`src/rtl/keypad_scan_debounce.sv`:
```
// keypad_scan_debounce
// Scans a 4x4 active-low matrix keypad one column at a time, assembles a full
// 16-bit frame of pressed keys, and accepts a frame only after it has been seen
// identically for DEBOUNCE_SCANS consecutive frames. The accepted result is a
// one-hot key code, or zero for "no key" as well as for multi-press/ghosting.
module keypad_scan_debounce #(
  parameter int SCAN_DIV       = 50000,
  parameter int DEBOUNCE_SCANS = 4
) (
  input  logic        clk,
  input  logic        rst_n,
  input  logic [3:0]  row,
  output logic [3:0]  col,
  output logic [15:0] onehot,
  output logic        key_valid,
  output logic        key_pulse
);

  localparam int DW = $clog2(SCAN_DIV);
  localparam int SW = $clog2(DEBOUNCE_SCANS) + 1;

  localparam logic [DW-1:0] DWELL_LAST = DW'(SCAN_DIV - 1);
  localparam logic [SW-1:0] STABLE_MAX = SW'(DEBOUNCE_SCANS - 1);

  localparam logic [1:0] COL0 = 2'd0;
  localparam logic [1:0] COL1 = 2'd1;
  localparam logic [1:0] COL2 = 2'd2;
  localparam logic [1:0] COL3 = 2'd3;

  logic [1:0]    state;
  logic [1:0]    state_next;
  logic [DW-1:0] dwell_cnt;
  logic [15:0]   frame;
  logic [15:0]   prev_frame;
  logic [15:0]   frame_next;
  logic [15:0]   col_mask;
  logic [15:0]   col_bits;
  logic [SW-1:0] stable_cnt;
  logic [SW-1:0] stable_next;
  logic [15:0]   key_next;
  logic          last_dwell;
  logic          frame_done;
  logic          single_key;
  logic          accept;

  // The column currently being driven low follows the scan state directly.
  assign col = ~(4'b0001 << state);

  assign last_dwell = (dwell_cnt == DWELL_LAST);
  assign frame_done = last_dwell && (state == COL3);

  // Row readings for the driven column land on bits r*4+c of the frame.
  assign col_mask = 16'h1111 << state;
  assign col_bits = {3'b000, ~row[3], 3'b000, ~row[2],
                     3'b000, ~row[1], 3'b000, ~row[0]} << state;

  // Next scan state: walk the four columns in order and wrap.
  always_comb begin
    state_next = state;
    case (state)
      COL0:    state_next = COL1;
      COL1:    state_next = COL2;
      COL2:    state_next = COL3;
      COL3:    state_next = COL0;
      default: state_next = COL0;
    endcase
  end

  // Frame with the current column's sample merged in, plus debounce decision.
  always_comb begin
    frame_next  = frame;
    stable_next = '0;
    if (last_dwell) begin
      frame_next = (frame & ~col_mask) | (col_bits & col_mask);
    end
    if (frame_next == prev_frame) begin
      stable_next = (stable_cnt == STABLE_MAX) ? stable_cnt : stable_cnt + SW'(1);
    end
    single_key = (frame_next != 16'h0000) &&
                 ((frame_next & (frame_next - 16'd1)) == 16'h0000);
    key_next   = single_key ? frame_next : 16'h0000;
    accept     = frame_done && (stable_next == STABLE_MAX);
  end

  // Dwell counter and column state; rows settle for the whole dwell.
  always_ff @(posedge clk) begin
    if (!rst_n) begin
      state     <= COL0;
      dwell_cnt <= '0;
    end else if (last_dwell) begin
      state     <= state_next;
      dwell_cnt <= '0;
    end else begin
      dwell_cnt <= dwell_cnt + DW'(1);
    end
  end

  // Frame assembly and frame-to-frame stability tracking.
  always_ff @(posedge clk) begin
    if (!rst_n) begin
      frame      <= '0;
      prev_frame <= '0;
      stable_cnt <= '0;
    end else begin
      frame <= frame_next;
      if (frame_done) begin
        prev_frame <= frame_next;
        stable_cnt <= stable_next;
      end
    end
  end

  // Output register: updates only on accept, so bounce can never glitch it.
  always_ff @(posedge clk) begin
    if (!rst_n) begin
      onehot    <= '0;
      key_valid <= 1'b0;
      key_pulse <= 1'b0;
    end else begin
      key_pulse <= 1'b0;
      if (accept) begin
        onehot    <= key_next;
        key_valid <= (key_next != 16'h0000);
        key_pulse <= (key_next != 16'h0000) && (key_next != onehot);
      end
    end
  end

endmodule

```
`config.mk`:
```
export PLATFORM = sky130hd
export DESIGN_NAME = keypad_scan_debounce
export DESIGN_NICKNAME = d
export VERILOG_FILES = /design/src/rtl/keypad_scan_debounce.sv
export SDC_FILE = /design/constraint.sdc
export NUM_CORES = 1
export LEC_CHECK = 0
export ABC_AREA = 1
export BUFFER_PORTS_ARGS = -buffer_cell sky130_fd_sc_hd__buf_2
export CORE_MARGIN = 1.5
export CORE_UTILIZATION = 55
export CTS_CLUSTER_DIAMETER = 60
export DETAILED_ROUTE_END_ITERATION = 10
export PLACE_DENSITY = 0.73
export SKIP_LAST_GASP = 1
export SLEW_MARGIN = 25
export SYNTH_ARGS = -nofsm -noshare
export SYNTH_HDL_FRONTEND = slang
export SYNTH_SLANG_ARGS = --single-unit
```
`constraint.sdc`:
```
create_clock -name clk -period 5.3 [get_ports clk]
set_input_delay 0 -clock clk [delete_from_list [all_inputs] [get_ports clk]]
set_output_delay 0 -clock clk [all_outputs]
set_load 0.03 [all_outputs]
```
Word-level counts from Yosys, hierarchy flattened
Index checks and enable logic that the tools add are counted.
{"block": "word_totals", "ff_bits": 71, "output_inout_bits": 22, "in_bits": 6, "wordCells": 48}
{"block": "classes", "reduce_logical": 10, "shift": 3, "addsub": 3, "eq_ne": 8, "bitwise": 11, "mux": 5}
{"operator": "$and 16x16->16", "n": 3}
{"operator": "$mux 16", "n": 2}
{"operator": "$reduce_bool 16->1", "n": 2}
{"operator": "$add 16x1->16 const B", "n": 1}
{"operator": "$eq 16x16->1", "n": 1}
{"operator": "$eq 16x16->1 const B", "n": 1}
{"operator": "$logic_not 16->1", "n": 1}
{"operator": "$ne 16x16->1", "n": 1}
{"operator": "$not 16->16", "n": 1}
{"operator": "$or 16x16->16", "n": 1}
{"operator": "$shl 13x2->16", "n": 1}
{"operator": "$shl 13x2->16 const A", "n": 1}
{"operator": "$sub 16x1->16 const B", "n": 1}
{"operator": "$pmux 2 s4", "n": 1}
{"operator": "$eq 3x2->1 const B", "n": 2}
{"operator": "$mux 3", "n": 2}
{"operator": "$not 1->1", "n": 5}
{"operator": "$eq 2x2->1 const B", "n": 2}
{"operator": "$logic_and 1x1->1", "n": 4}
{"operator": "$not 4->4", "n": 1}
{"operator": "$shl 1x2->4 const A", "n": 1}
{"operator": "$add 3x1->3 const B", "n": 1}
{"operator": "$eq 2x1->1 const B", "n": 1}
{"operator": "$logic_not 2->1", "n": 1}
{"operator": "other kinds (2)", "n": 2}

Logic depth before layout (Yosys ltp)
{"block": "logic_depth", "ltp_word": 12, "depth_mapped": 27, "mapped_depth_nobuf": 24}

Least setup slack after synthesis
Ideal clock, no wire load.
{"block": "synth_path", "kind": "register to register", "from": "register state[0]", "to": "register key_pulse", "path_buffers": 3, "setup_time_ns": 0.114, "t_required_ns": 5.186, "period_less_slack_ns": 3.132, "path_stages_with_launch": 26, "t_arrival_ns": 3.018, "setup_slack_ns": 2.168, "path_cell_list": "dfxtp_1 > clkbuf_1 > buf_2 > inv_1 > ha_1 > inv_1 > nand2_1 > nand2_1 > nand3_1 > nand2_2 > nor2_8 > nand2_2 > nor2_1 > nand2_1 > nand2_1 > nor2_4 > nand2_2 > nor2_4 > buf_6 > nand3_1 > nand2_1 > nand2_1 > nor2_1 > nand2_1 > nor2_1 > nor2_1"}
{"block": "synth_between", "elab_chain_cells": 12, "word_cells_on_any_way": 23, "classes_between": "add/sub (1); eq/ne (4); shift (2); mux (3); bitwise (5); reduce/logical (8)"}
{"item": "from (decl)", "line_no": "30", "rtl": "logic [1:0] state;"}
{"item": "from (signal assigned)", "line_no": "91", "rtl": "state <= state_next;"}
{"item": "$shl 13x2->16", "line_no": "53", "rtl": "assign col_mask = 16'h1111 << state;"}
{"item": "$not 16->16", "line_no": "74", "rtl": "frame_next = (frame & ~col_mask) | (col_bits & col_mask);"}
{"item": "$and 16x16->16", "line_no": "74"}
{"item": "$or 16x16->16", "line_no": "74"}
{"item": "$mux 16", "line_no": "73", "rtl": "if (last_dwell) begin"}
{"item": "$sub 16x1->16", "line_no": "80", "rtl": "((frame_next & (frame_next - 16'd1)) == 16'h0000);"}
{"item": "$and 16x16->16", "line_no": "80"}
{"item": "$logic_not 16->1", "line_no": "80"}
{"item": "$logic_and 1x1->1", "line_no": "79", "rtl": "single_key = (frame_next != 16'h0000) &&"}
{"item": "$mux 16", "line_no": "81", "rtl": "key_next = single_key ? frame_next : 16'h0000;"}
{"item": "$ne 16x16->1 or $reduce_bool 16->1 (tied branches)", "line_no": "124", "rtl": "key_pulse <= (key_next != 16'h0000) && (key_next != onehot);"}
{"item": "$logic_and 1x1->1", "line_no": "124"}
{"item": "to (signal assigned)", "line_no": "124"}
{"item": "to (decl)", "line_no": "16", "rtl": "output logic key_pulse"}
Several ways; a longest one is shown, not always the timed one.
A chain may end at the register's enable or synchronous reset.

Final worst setup path
Same ends and word-level chain as after synthesis.

==> flow_summary.yaml <==
synth:
  synth-async-reset-ratio: 0
  netlist_area_um2: 4230
  synth.avg_cell_area_um2: 6.54
  synth_top_cell_by_area: "dfxtp_1"
  synthCells: 647
  synth-seq-area-share: 0.336
  synth_edf_count: 0
  synth_ff_type: "dfxtp_1"
  syn-num-nets: 659
  ys_ff_latch: 71
  synth_area_leaders: "dfxtp_1 (34%), nand2_1 (15%), nor2_1 (6.4%)"
  yosys_warnings: 0
  synthTopCellsByCount: "nand2_1 (172), nor2_1 (72), dfxtp_1 (71), inv_1 (66), nand3_1 (53)"
  yosysTopAreaCellShare: 0.336
  synth_most_common_cell: "nand2_1"
  post_synth_num_cell_types: 33
cells_and_area:
  syn_to_final_growth_pct: 8.60
  ff_latch_area_um2: 1420
  num_antenna_cells: 0
  fillerInstances: 678
  final_cell_count_no_fill: 771
  finalNetCount: 680
  drive_above_1_share: 0.149
  multi_input_area_um2: 2420
critical_path:
  reg2reg_depth: 21
  path_common_cell: "nand2_1"
  crit_fanout: 18
  slowest_delay_ns: 0.65
  slowest_stage: "dfxtp_1"
  r2r_end: "key_pulse"
  startpoint_type: "flip-flop"
  r2r-start: "state[0]"
  cp_cell_sequence: "ha_1 > clkinv_1 > nand2_1 > nand2_1 > nand3_1 > nand2_4 > nor2_4 > nand3_1 > nand2_1 > nand2_1 > nor2_1 > and2_1 > nand2_1 > nor2_2 > nand3_1 > nand2_1 > nand2_1 > nor2_1 > nand2_1 > nor2_1 > nor2_1"
  r2r_setup_slack_ns: 1.56
  required_ns: 5.55
  end_kind: "flip-flop"
  crit_type: "reg -> reg"
  crit_arrival_ns: 3.99
cts:
  cts_buffers: 9
  cts_buffer_depth: 2
  clock_latency_ns: 0.36
  cts_tree: "yes"
  cts_setup_buffers: 0
  cts_root_buf: "clkbuf_8"
  path_clk_slew_ns: 0.08
  htreeDepth: 3
  clock_sinks: 71
  cts.repair.resized: 0
timing:
  grt_setup_unrepaired: "no"
  finalMaxSlewViolations: 0
  finalHoldViolations: 0
  fin_setup_tns_ns: 0
  whs_ns: 0.0214
  layout_min_cycle_time_ns: 3.74
  setup_viol_count_final: 0
  final.setup_skew_ns: 0.00574
  post-route-period-util: 0.705
  worst_pin_slew_ns: 0.819
  max_freq_ghz: 0.268
  max_slew_margin: 0.453
placed_design:
  post-dp-hpwl_mm: 7.83
  place.gp.congestion: 0.933
  numPortBuffers: 27
  dp.cells: 755
hold_path:
  min_path_cells: 4
  min_from: "row[0]"
  min_to: "prev_frame[3]"
  hold_path_class: "in -> reg"
detailed_routing:
  drc: 0
  ant_nets: 0
  wl_per_cell_um: 13.9
  viasPerCell: 5.25
  routed_wl_mm: 10.7
  num_vias: 4050
  first_pass_iters: 7
  drt_iter0_markers: 265
power_and_ir_drop:
  power_density_nw_per_um2: 215
  p_leak_nw: 2.14
  irDropWorstVdd_mv: 0.124
floorplan:
  die_h_um: 90.7
  initial_core_util: 0.575
  core.rowCount: 31
  io_pins: 28
  coreArea_um2: 7370
  die_w_um: 90.7
  fp.dieArea_um2: 8230
flow_run:
  drv_cap: 0
global_routing:
  grt_pass1_wl_mm: 18.0
  antenna_found_initial: 0
  grt_pass1_vias: 3744
  overflow: 0
  track_usage: 0.274
  grt_max_degree: 33
run_status:
  status: "completed"
-- critical path: cells and delay by family (launching register included) --
kind,cells,cell delay [ns]
buffers and inverters,1,0.30
flip-flops,1,0.65
adder cells (fa/ha/maj),1,0.33
AND/OR/NAND/NOR,19,2.35
-- worst max path at each step --
stage	startpoint	end	slack [ns]	cells past startpoint
floorplan	state[0]	key_pulse	2.17	25
global placement	dwell_cnt[0]	key_pulse	1.72	21
detailed placement	state[0]	key_pulse	1.66	21
CTS	state[0]	key_pulse	1.62	21
global route	dwell_cnt[0]	key_pulse	1.15	22
finish	state[0]	key_pulse	1.56	21
-- cell usage in the layout (no fill, tap or decap), types with 2 or more instances in the layout --
cell      count
nand2_1     172
xnor2_1      15
nand4_1      21
xor2_1        5
inv_1        66
or2_2         4
o21ai_0      28
dfxtp_1      71
nand3_1      53
nand2_4       7
nand2_2      20
nor2_8        2
inv_2         7
clkinv_2      3
clkinv_4      2
nor2_4        6
clkinv_1      3
nand3_2       2
buf_4         2
o21ai_1       7
clkbuf_8      9
buf_2        27
nor2_1       72
a21oi_1      44
nor2_2        8
ha_1          6
-- where the power goes --
part,internal [W],total [W],switching (W)
Sequential,0.000535,0.000537,0.00000186
Combinational,0.00000629,0.0000214,0.0000151
Clock,0.000214,0.000430,0.000216
Total,0.000755,0.000988,0.000233
-- cells by family after synthesis --
group                    after synthesis  share of synthesized area
AO/OA/AOI/OAI                         83                      0.100
XOR/XNOR                              20                     0.0414
adder cells (fa/ha/maj)                6                     0.0177
buffers and inverters                 96                     0.0928
flip-flops                            71                      0.336
AND/OR/NAND/NOR                      371                      0.412
-- stage by stage --
stage / utilization / cell area [um2] / total power (W) / setup slack (ns)
2_1_floorplan: - / 4230 / 0.000564 / 2.17
3_3_place_gp: 0.597 / 4400 / 0.000570 / 1.72
3_5_place_dp: 0.597 / 4400 / 0.000570 / 1.66
4_1_cts: 0.624 / 4600 / 0.000994 / 1.62
5_1_grt: 0.624 / 4600 / 0.00102 / 1.15
6_report: 0.624 / 4600 / 0.000988 / 1.56
-- state kept, by name (all words and copies together) (netlist names) --
signal	cells
dwell_cnt	16
frame	16
key_pulse	1
key_valid	1
onehot	16
prev_frame	16
stable_cnt	3
state	2
-- cell type report --
class | count | share of cell area
Sequential cell | 71 | 0.309
Timing Repair Buffer | 30 | 0.0348
Tap cell | 99 | 0.0269
Clock inverter | 6 | 0.0136
Clock buffer | 9 | 0.0269
Multi-Input combinational cell | 480 | 0.527
Inverter | 76 | 0.0620
-- routing by layer --
layer	global-route usage	share of wire	wire, um	vias up
li1	-	-	-	2097
met1	0.353	0.45	4830	1831
met2	0.469	0.49	5230	106
met3	0.0370	0.045	487	16
met4	0.0926	0.015	165	0
met5	0	0	0	-
-- what timing repair did --
action | CTS | global route
setup endpoints to repair | 0 | 0
hold endpoints to repair | 1 | 0
hold buffers | 1 | 0
Power figures use the tool's default switching activity.
